**config.mk**
```make
export PLATFORM = sky130hd
export DESIGN_NAME = pcd_rx_decoder
export DESIGN_NICKNAME = d
export VERILOG_FILES = /design/src/rtl/pcd_rx_decoder.sv
export SDC_FILE = /design/constraint.sdc
export NUM_CORES = 1
export LEC_CHECK = 0
export ABC_AREA = 0
export BUFFER_PORTS_ARGS = -buffer_cell sky130_fd_sc_hd__buf_2
export CORE_MARGIN = 2
export CORE_UTILIZATION = 58
export DETAILED_ROUTE_END_ITERATION = 7
export HOLD_SLACK_MARGIN = 0.02
export MAX_ROUTING_LAYER = met4
export PLACE_DENSITY = 0.82
export SYNTH_ARGS = -nofsm -noshare
export SYNTH_HDL_FRONTEND = slang
export SYNTH_SLANG_ARGS = --single-unit
```
**constraint.sdc**
```tcl
create_clock -name clk_in -period 9.16 [get_ports clk_in]
set_input_delay 1.832 -clock clk_in [delete_from_list [all_inputs] [get_ports clk_in]]
set_output_delay 1.832 -clock clk_in [all_outputs]
set_load 0.1 [all_outputs]
```
**src/rtl/pcd_rx_decoder.sv**
```systemverilog
// PCD-side Manchester receiver for 106 kbps load-modulated PICC responses.
// Optional odd-parity checking is enabled by defining PCD_RX_PARITY_CHECK_EN.
module pcd_rx_decoder #(
  parameter int unsigned SAMPLE_WIDTH = 32,
  parameter int unsigned HALF_LEN     = 64,
  parameter int unsigned THRESH       = 1024,
  parameter int unsigned MIN_HITS     = 16,
  parameter int unsigned MAX_BYTES    = 5
) (
  input  logic                            clk_in,
  input  logic                            rst_in,
  input  logic                            s00_axis_tvalid,
  input  logic [SAMPLE_WIDTH-1:0]         s00_axis_tdata,
  output logic                            s00_axis_tready,
  output logic [8*MAX_BYTES-1:0]          data_out,
  output logic [$clog2(MAX_BYTES+1)-1:0]  num_bytes_out,
  output logic                            valid_out,
  output logic                            err_out,
  output logic                            parity_err_out,
  output logic                            busy_out
);

  localparam int unsigned CW  = (HALF_LEN > 1) ? $clog2(HALF_LEN) : 1;
  localparam int unsigned HW  = $clog2(HALF_LEN + 1);
  localparam int unsigned NBW = $clog2(MAX_BYTES + 1);
  localparam logic [SAMPLE_WIDTH:0] THRESH_W = (SAMPLE_WIDTH + 1)'(THRESH);

  typedef enum logic [1:0] {StIdle, StSof, StBits} state_e;

  state_e                 state_q;
  logic [CW-1:0]          samp_cnt_q;
  logic [HW-1:0]          hit_cnt_q;
  logic                   half_q;
  logic                   first_mod_q;
  logic [3:0]             bit_idx_q;
  logic [7:0]             cur_byte_q;
  logic [8*MAX_BYTES-1:0] stage_q;
  logic [NBW-1:0]         stage_cnt_q;
  logic                   par_flag_q;
  logic [8*MAX_BYTES-1:0] data_q;
  logic [NBW-1:0]         num_bytes_q;
  logic                   valid_q;
  logic                   err_q;
  logic                   perr_q;
  logic                   busy_q;

  logic                    accept;
  logic signed [SAMPLE_WIDTH:0] x_ext;
  logic [SAMPLE_WIDTH:0]   abs_x;
  logic                    hit;
  logic [HW-1:0]           hit_sum;
  logic                    win_last;
  logic                    win_mod;
  logic                    sym_bit;
  logic                    par_fail;

  assign s00_axis_tready = ~rst_in;
  assign accept          = s00_axis_tvalid & ~rst_in;

  always_comb begin
    // One extra bit keeps |most negative| representable.
    x_ext    = {s00_axis_tdata[SAMPLE_WIDTH-1], s00_axis_tdata};
    abs_x    = x_ext[SAMPLE_WIDTH] ? (SAMPLE_WIDTH + 1)'(-x_ext) : x_ext;
    hit      = abs_x > THRESH_W;
    hit_sum  = hit_cnt_q + HW'(hit);
    win_last = samp_cnt_q == CW'(HALF_LEN - 1);
    win_mod  = hit_sum >= HW'(MIN_HITS);
    sym_bit  = first_mod_q;
`ifdef PCD_RX_PARITY_CHECK_EN
    par_fail = ~(^{cur_byte_q, sym_bit});
`else
    par_fail = 1'b0;
`endif
  end

  always_ff @(posedge clk_in) begin
    if (rst_in) begin
      state_q     <= StIdle;
      samp_cnt_q  <= '0;
      hit_cnt_q   <= '0;
      half_q      <= 1'b0;
      first_mod_q <= 1'b0;
      bit_idx_q   <= '0;
      cur_byte_q  <= '0;
      stage_q     <= '0;
      stage_cnt_q <= '0;
      par_flag_q  <= 1'b0;
      data_q      <= '0;
      num_bytes_q <= '0;
      valid_q     <= 1'b0;
      err_q       <= 1'b0;
      perr_q      <= 1'b0;
      busy_q      <= 1'b0;
    end else begin
      valid_q <= 1'b0;
      err_q   <= 1'b0;
      perr_q  <= 1'b0;
      if (accept) begin
        unique case (state_q)
          StIdle: begin
            // The first hit is sample 0 of the SOF first half.
            if (hit) begin
              state_q     <= StSof;
              busy_q      <= 1'b1;
              samp_cnt_q  <= CW'(1);
              hit_cnt_q   <= HW'(1);
              half_q      <= 1'b0;
              bit_idx_q   <= '0;
              cur_byte_q  <= '0;
              stage_q     <= '0;
              stage_cnt_q <= '0;
              par_flag_q  <= 1'b0;
            end
          end
          default: begin
            if (!win_last) begin
              samp_cnt_q <= samp_cnt_q + CW'(1);
              hit_cnt_q  <= hit_sum;
            end else begin
              samp_cnt_q <= '0;
              hit_cnt_q  <= '0;
              if (!half_q) begin
                half_q      <= 1'b1;
                first_mod_q <= win_mod;
              end else begin
                half_q <= 1'b0;
                if (state_q == StSof) begin
                  if (first_mod_q && !win_mod) begin
                    state_q <= StBits;
                  end else begin
                    err_q   <= 1'b1;
                    busy_q  <= 1'b0;
                    state_q <= StIdle;
                  end
                end else if (first_mod_q && win_mod) begin
                  err_q   <= 1'b1;
                  busy_q  <= 1'b0;
                  state_q <= StIdle;
                end else if (!first_mod_q && !win_mod) begin
                  // EOF: only a byte-aligned, non-empty frame is good.
                  busy_q  <= 1'b0;
                  state_q <= StIdle;
                  if (bit_idx_q == 4'd0 && stage_cnt_q != '0) begin
                    valid_q     <= 1'b1;
                    perr_q      <= par_flag_q;
                    data_q      <= stage_q;
                    num_bytes_q <= stage_cnt_q;
                  end else begin
                    err_q <= 1'b1;
                  end
                end else if (bit_idx_q == 4'd8) begin
                  if (stage_cnt_q == NBW'(MAX_BYTES)) begin
                    err_q   <= 1'b1;
                    busy_q  <= 1'b0;
                    state_q <= StIdle;
                  end else begin
                    for (int i = 0; i < int'(MAX_BYTES); i++) begin
                      if (stage_cnt_q == NBW'(i)) stage_q[8*i +: 8] <= cur_byte_q;
                    end
                    stage_cnt_q <= stage_cnt_q + NBW'(1);
                    bit_idx_q   <= '0;
                    if (par_fail) par_flag_q <= 1'b1;
                  end
                end else begin
                  cur_byte_q <= {sym_bit, cur_byte_q[7:1]};
                  bit_idx_q  <= bit_idx_q + 4'd1;
                end
              end
            end
          end
        endcase
      end
    end
  end

  assign data_out       = data_q;
  assign num_bytes_out  = num_bytes_q;
  assign valid_out      = valid_q;
  assign err_out        = err_q;
  assign parity_err_out = perr_q;
  assign busy_out       = busy_q;

endmodule

```
### After elaboration in Yosys (flattened, before gate mapping)

Cells that the tools add are included.

| operators by class | value |
|---|---|
| $add $sub $neg | 5 |
| $mul | 0 |
| divide/modulo/power cells | 0 |
| order comparisons | 2 |
| eq/ne operators | 16 |
| shifts and indexed selects | 0 |
| muxes and demuxes | 79 |
| bitwise gates (word level) | 9 |
| reduce and logical (&&, ||, !) cells | 36 |

Operator list:

| kind | count |
|---|---|
| 40-bit two-way mux | 9 |
| 8-bit two-way mux | 13 |
| 10-bit AND reduction | 5 |
| 4-bit two-way mux | 9 |
| 33-bit by 11-bit > comparator with 1-bit output (second input constant) | 1 |
| 33-bit two-way mux | 1 |
| 32-bit negator with 33-bit output | 1 |
| 3-bit two-way mux | 9 |
| 8-bit AND reduction | 3 |
| 1-bit two-way mux | 22 |
| 7-bit two-way mux | 3 |
| 2-bit two-way mux | 10 |
| 6-bit two-way mux | 3 |
| 2-bit nonzero test | 8 |
| 2-bit by 1-bit != test with 1-bit output (second input constant) | 5 |
| 5-bit nonzero test | 2 |
| 9-bit AND reduction | 1 |
| 1-bit NOT | 8 |
| 8-bit OR reduction | 1 |
| 7-bit by 1-bit adder with 7-bit output | 1 |
| 7-bit by 5-bit >= comparator with 1-bit output (second input constant) | 1 |
| 7-bit AND reduction | 1 |
| 6-bit by 1-bit adder with 6-bit output (second input constant) | 1 |
| 3-bit by 2-bit equality test with 1-bit output (second input constant) | 2 |
| other kinds (21) | 27 |

| storage, ports and cells | value |
|---|---|
| bits in registers | 118 |
| bits in latches | 0 |
| RAM bits | 0 |
| bits in read-only memories | 0 |
| input port bits | 35 |
| output and inout bits | 48 |
| logic and storage cells | 165 |
| memories kept | 0 |

### Depth between registers and ports, before layout

| depth | value |
|---|---|
| word-level depth | 13 |
| mapped depth | 23 |
| gate-level depth less buffers | 21 |

### Worst setup path after synthesis

Ideal clock, no wire load.

| timing path | value |
|---|---|
| kind | input port to flip-flop |
| start point | input s00_axis_tdata[10] |
| end point | register stage_q[19] |
| setup time | 97 ps |
| arrival time | 7,118 ps |
| required time | 9,063 ps |
| setup slack | 1,946 ps |
| cell stages on the path | 20 |
| buffers on the path | 2 |
| cell sequence | or4_4 buf_6 nor4_4 mux2_2 o22ai_1 o31ai_1 or4_4 nor2_1 inv_1 ha_1 ha_1 a31oi_1 a21oi_1 or3_1 a21oi_1 o2111ai_1 nor3b_1 clkbuf_1 nand4_1 o41ai_4 |

| between the ends | value |
|---|---|
| cells in the longest elaborated chain, start to end | 9 |
| elaborated cells on any way between the ends | 12 |
| classes of those cells | add/sub (2); order compare (2); eq/ne (3); mux (1); reduce/logical (4) |

Ends and longest elaborated chain:

| what | line | source |
|---|---|---|
| start, declared | 13 | `input logic [SAMPLE_WIDTH-1:0] s00_axis_tdata,` |
| 32-bit negator with 33-bit output | 63 | `abs_x = x_ext[SAMPLE_WIDTH] ? (SAMPLE_WIDTH + 1)'(-x_ext) : x_ext;` |
| 33-bit two-way mux * | 63 |  |
| 33-bit by 11-bit > comparator with 1-bit output * | 64 | `hit = abs_x > THRESH_W;` |
| 7-bit by 1-bit adder with 7-bit output | 65 | `hit_sum = hit_cnt_q + HW'(hit);` |
| 7-bit by 5-bit >= comparator with 1-bit output | 67 | `win_mod = hit_sum >= HW'(MIN_HITS);` |
| 1-bit logical NOT | 139 | `end else if (!first_mod_q && !win_mod) begin` |
| 1-bit logical AND | 139 |  |
| 2-bit by 1-bit != test with 1-bit output (no line) | -- |  |
| 10-bit AND reduction (no line) * | -- |  |
| end signal, assigned by index | 158 | `if (stage_cnt_q == NBW'(i)) stage_q[8*i +: 8] <= cur_byte_q;` |
| end, declared | 37 | `logic [8*MAX_BYTES-1:0] stage_q;` |

Mark *: on every way between the ends. The rest lies on a longest branch, timed or not.
A chain may end at the register's enable or synchronous reset.

### Final worst setup path

| timing path | value |
|---|---|
| start point | input s00_axis_tdata[0] |
| end point | register data_q[1], in the netlist data_out[1] |

| between the ends | value |
|---|---|
| cells in the longest elaborated chain, start to end | 8 |
| elaborated cells on any way between the ends | 10 |
| classes of those cells | add/sub (2); order compare (2); mux (1); bitwise (1); reduce/logical (4) |

Ends and longest elaborated chain:

| what | line | source |
|---|---|---|
| 32-bit negator with 33-bit output | 63 |  |
| 33-bit two-way mux * | 63 |  |
| 33-bit by 11-bit > comparator with 1-bit output * | 64 |  |
| 7-bit by 1-bit adder with 7-bit output * | 65 |  |
| 7-bit by 5-bit >= comparator with 1-bit output * | 67 |  |
| 1-bit logical NOT / 1-bit logical AND (equally long branches) | 139, 135 |  |
| 1-bit logical AND / 1-bit NOT (equally long branches) | -- |  |
| 8-bit AND reduction (no line) * | -- |  |
| end signal, assigned | 146 | `data_q <= stage_q;` |
| end, declared | 40 | `logic [8*MAX_BYTES-1:0] data_q;` |

Marks and branches as above.

==> out/metrics.csv <==
stage,metric,value,unit
worst_setup_path,RR Startpoint,hit_cnt_q[0]$_SDFFE_PP0P_,
yosys,mux contribution to synthesized area,1.37,%
timing,Hold Slack,0.450,ns
clock_network,post_cts resized,0,
die,Initial Utilization,59.3,%
detailed_routing,antenna-violating nets left,0,
timing,Slew HR,20.9,%
timing,post-route setup TNS,0,ns
yosys,Yosys top cell by area,dfxtp_1,
yosys,"flops & latches, synth",118,
timing,RSZ-0062 raised after global routing,no,
grt,largest net degree at the start of global routing,71,
worst_setup_path,FF-to-FF setup slack,5.47,ns
worst_setup_path,CP Max Fanout,44,
min_path,Worst Hold Path EP,data_out[14]$_SDFFE_PP0P_,
min_path,hold depth,2,
worst_setup_path,critical path data required time,9.52,ns
clock_network,clk sink count,118,
clock_network,TritonCTS clock tree,built,
die,die height,107,um
grt,M3 GR Usage,6.68,%
worst_setup_path,worst reg2reg path depth,11,
detailed_routing,vias,6062,
place,Placer Congestion,0.940,
clock_network,TritonCTS buffer count,17,
yosys,Post-synth EDFFs,0,
grt,first-pass GRT wire length,25200,um
clock_network,Max H-tree Level,4,
die,row count,37,
yosys,sequential area share after synthesis,38.7,%
layout,most frequent cells in the layout,"nand2_1, dfxtp_1, buf_2, a21oi_1, inv_1",
detailed_routing,TritonRoute pass-1 iters,7,
worst_setup_path,reg2reg end,data_out[1]$_SDFFE_PP0P_,
pwr,Peak VDD IR,103,uV
yosys,simple-gate share of the synthesized area,27.9,%
layout,area delta synth->final,16.6,%
yosys,most used flip-flop cell after synthesis,dfxtp_1,
timing,Worst-Margin Slew,1.18,ns
timing,crit share post-route,82.4,%
layout,"most common cell after layout, fill and taps aside",nand2_1,
layout,share of layout cells above drive strength 1,17.4,%
yosys,Netlist cell types,70,
layout,ANT cells,0,
clock_network,post-CTS setup buffer count,0,
outcome,status,"complete, no violations",
yosys,post-synthesis cell count,765,
pwr,static leakage,2.54,nW
die,IO Pins,83,
layout,Post-Layout Cell Count,969,
timing,final setup violation count,0,
detailed_routing,DR WL/cell,16.0,um
grt,vias in the first global route,5539,
min_path,Hold Crit Start,data_out[14]$_SDFFE_PP0P_,
worst_setup_path,Worst setup SP type,primary input,
place,hpwl dp,10000,um
timing,fin crit period,7.55,ns
yosys,Synthesized Nets,811,
job,max_cap viols,0,
place,input/output buffers,81,
die,die area,11400,um2
clock_network,hold_buf cts,0,
clock_network,clock insertion delay at the later pin of the skew report,0.52,ns
yosys,compound-gate portion of the synthesized area,22.9,%
yosys,Synth top area share,38.7,%
clock_network,clk buf depth,2,
timing,Max Clock Freq,0.132,GHz
clock_network,clock root cell,clkbuf_8,
pwr,Design Power,0.00128,W
worst_setup_path,Worst Path Arrival,7.91,ns
grt,initial antenna violation count,0,
die,Die Wd,107,um
die,core area,10300,um2
clock_network,"CTS clk-pin slew, worst paths",0.06,ns
grt,GRT Max-Usage Layer,met2,
yosys,Adder-Cell Fraction of Synth Area,2.26,%
timing,Setup Skew,0.00927,ns
grt,met1 usage,32.0,%
grt,met2 usage,48.8,%
yosys,largest family of logic cells by synthesized area,simple AND/OR/NAND/NOR gates,
grt,GRT Overall Usage,28.1,%
yosys,Synth Warn #,0,
timing,"Slew Viols, Final",0,
worst_setup_path,CP endpoint kind,register,
yosys,average footprint of a synthesized cell,7.97,um2
place,Placed Cells,937,
worst_setup_path,WS Path Type,primary input to register,
detailed_routing,iteration-0 DRC count of the detailed router,427,
yosys,top post-synthesis cells by area,"dfxtp_1, nand2_1, a21oi_1",
layout,Final #Nets,866,
min_path,Worst Hold Class,register to register,
yosys,Synth Area in XOR/XNOR,0.144,%
detailed_routing,vias per cell,6.26,
pwr,pwr dens,181,nW/um2
grt,GRT overflow,0,
yosys,Mapped Area,6100,um2
timing,"Hold Violations, Final",0,
yosys,Post-synth ARST share,0,%
detailed_routing,drt total wl,15500,um
detailed_routing,# DRC,0,
-- worst max-delay path, stage by stage --
cell and delay [ns]:
buf_2 0.12, inv_1 0.06, ha_1 0.20, or4b_1 0.63, nor4_2 0.37, nand3_1 0.15, mux2i_1 0.20, nand4b_1 0.15
or4_4 0.61, nor2_1 0.28, inv_1 0.09, ha_1 0.22, ha_1 0.23, and4_1 0.22, and2_1 0.18, nand3_1 0.12
and2_1 0.23, or3_1 0.13, buf_4 0.40, clkinv_1 1.02, nand2_1 0.35, a21oi_1 0.09
-- sequential cells by signal (all words and copies together) (netlist names) --
register / count
first_mod_q: 1
state_q: 2
valid_out: 1
busy_out: 1
hit_cnt_q: 7
stage_cnt_q: 3
samp_cnt_q: 6
half_q: 1
err_out: 1
num_bytes_out: 3
stage_q: 40
bit_idx_q: 4
cur_byte_q: 8
data_out: 40
-- kinds of logic (layout without fill, tap and decap cells) --
group	after synthesis	after routing
XOR/XNOR	1	1
other	1	1
flip-flops	118	118
adder cells (fa/ha/maj)	11	11
buffers and inverters	100	168
AND/OR/NAND/NOR	329	329
multiplexers	8	8
AO/OA/AOI/OAI	197	197
-- worst max path at each step --
| stage | slack (ns) | to | from |
|---|---|---|---|
| global route | 1.02 | data_out[1]$_SDFFE_PP0P_ | s00_axis_tdata[0] |
| detailed placement | 1.18 | data_out[27]$_SDFFE_PP0P_ | s00_axis_tdata[0] |
| CTS | 1.67 | data_out[1]$_SDFFE_PP0P_ | s00_axis_tdata[0] |
| global placement | 1.40 | data_out[32]$_SDFFE_PP0P_ | s00_axis_tdata[0] |
| finish | 1.61 | data_out[1]$_SDFFE_PP0P_ | s00_axis_tdata[0] |
| floorplan | 1.95 | stage_q[19]$_SDFFE_PP0P_ | s00_axis_tdata[10] |
-- per-layer routing --
metal | wire (um) | vias to the layer above
li1 | - | 2918
met1 | 6210 | 2864
met2 | 7960 | 243
met3 | 993 | 37
met4 | 330 | 0
met5 | 0 | -
-- cell type report --
class / count / area [um2]
clock buffers: 18 / 428
clock inverters: 14 / 186
fillers: 844 / 3160
inverters: 50 / 188
multi-input cells: 547 / 3340
flip-flops and latches: 118 / 2360
well taps: 136 / 170
repair buffers: 86 / 443
-- where the power goes --
group | internal (W) | switching [W] | leakage (nW)
Clock | 0.000430 | 0.000257 | 0.296
Combinational | 0.0000225 | 0.0000581 | 1.29
Sequential | 0.000515 | 0.00000191 | 0.951
-- stage by stage --
step | utilization [%] | setup WS, ns | area (um2)
5_1_grt | 69.2 | 1.02 | 7110
2_1_floorplan | - | 1.95 | 6100
4_1_cts | 69.2 | 1.67 | 7110
6_report | 69.2 | 1.61 | 7110
3_5_place_dp | 63.2 | 1.18 | 6500
3_3_place_gp | 63.2 | 1.40 | 6500
-- cells in the mapped netlist (11+ instances only) --
cell and instances:
a21oi_1 68, a31oi_1 20, clkbuf_1 38, dfxtp_1 118, ha_1 11, inv_1 48, nand2_1 131, nand2b_1 13
nand3_1 28, nand4_1 39, nor2_1 30, nor3_1 18, o21ai_0 14, o41ai_1 20, or3_1 11
No activity file was read; power rests on OpenSTA's default activity.
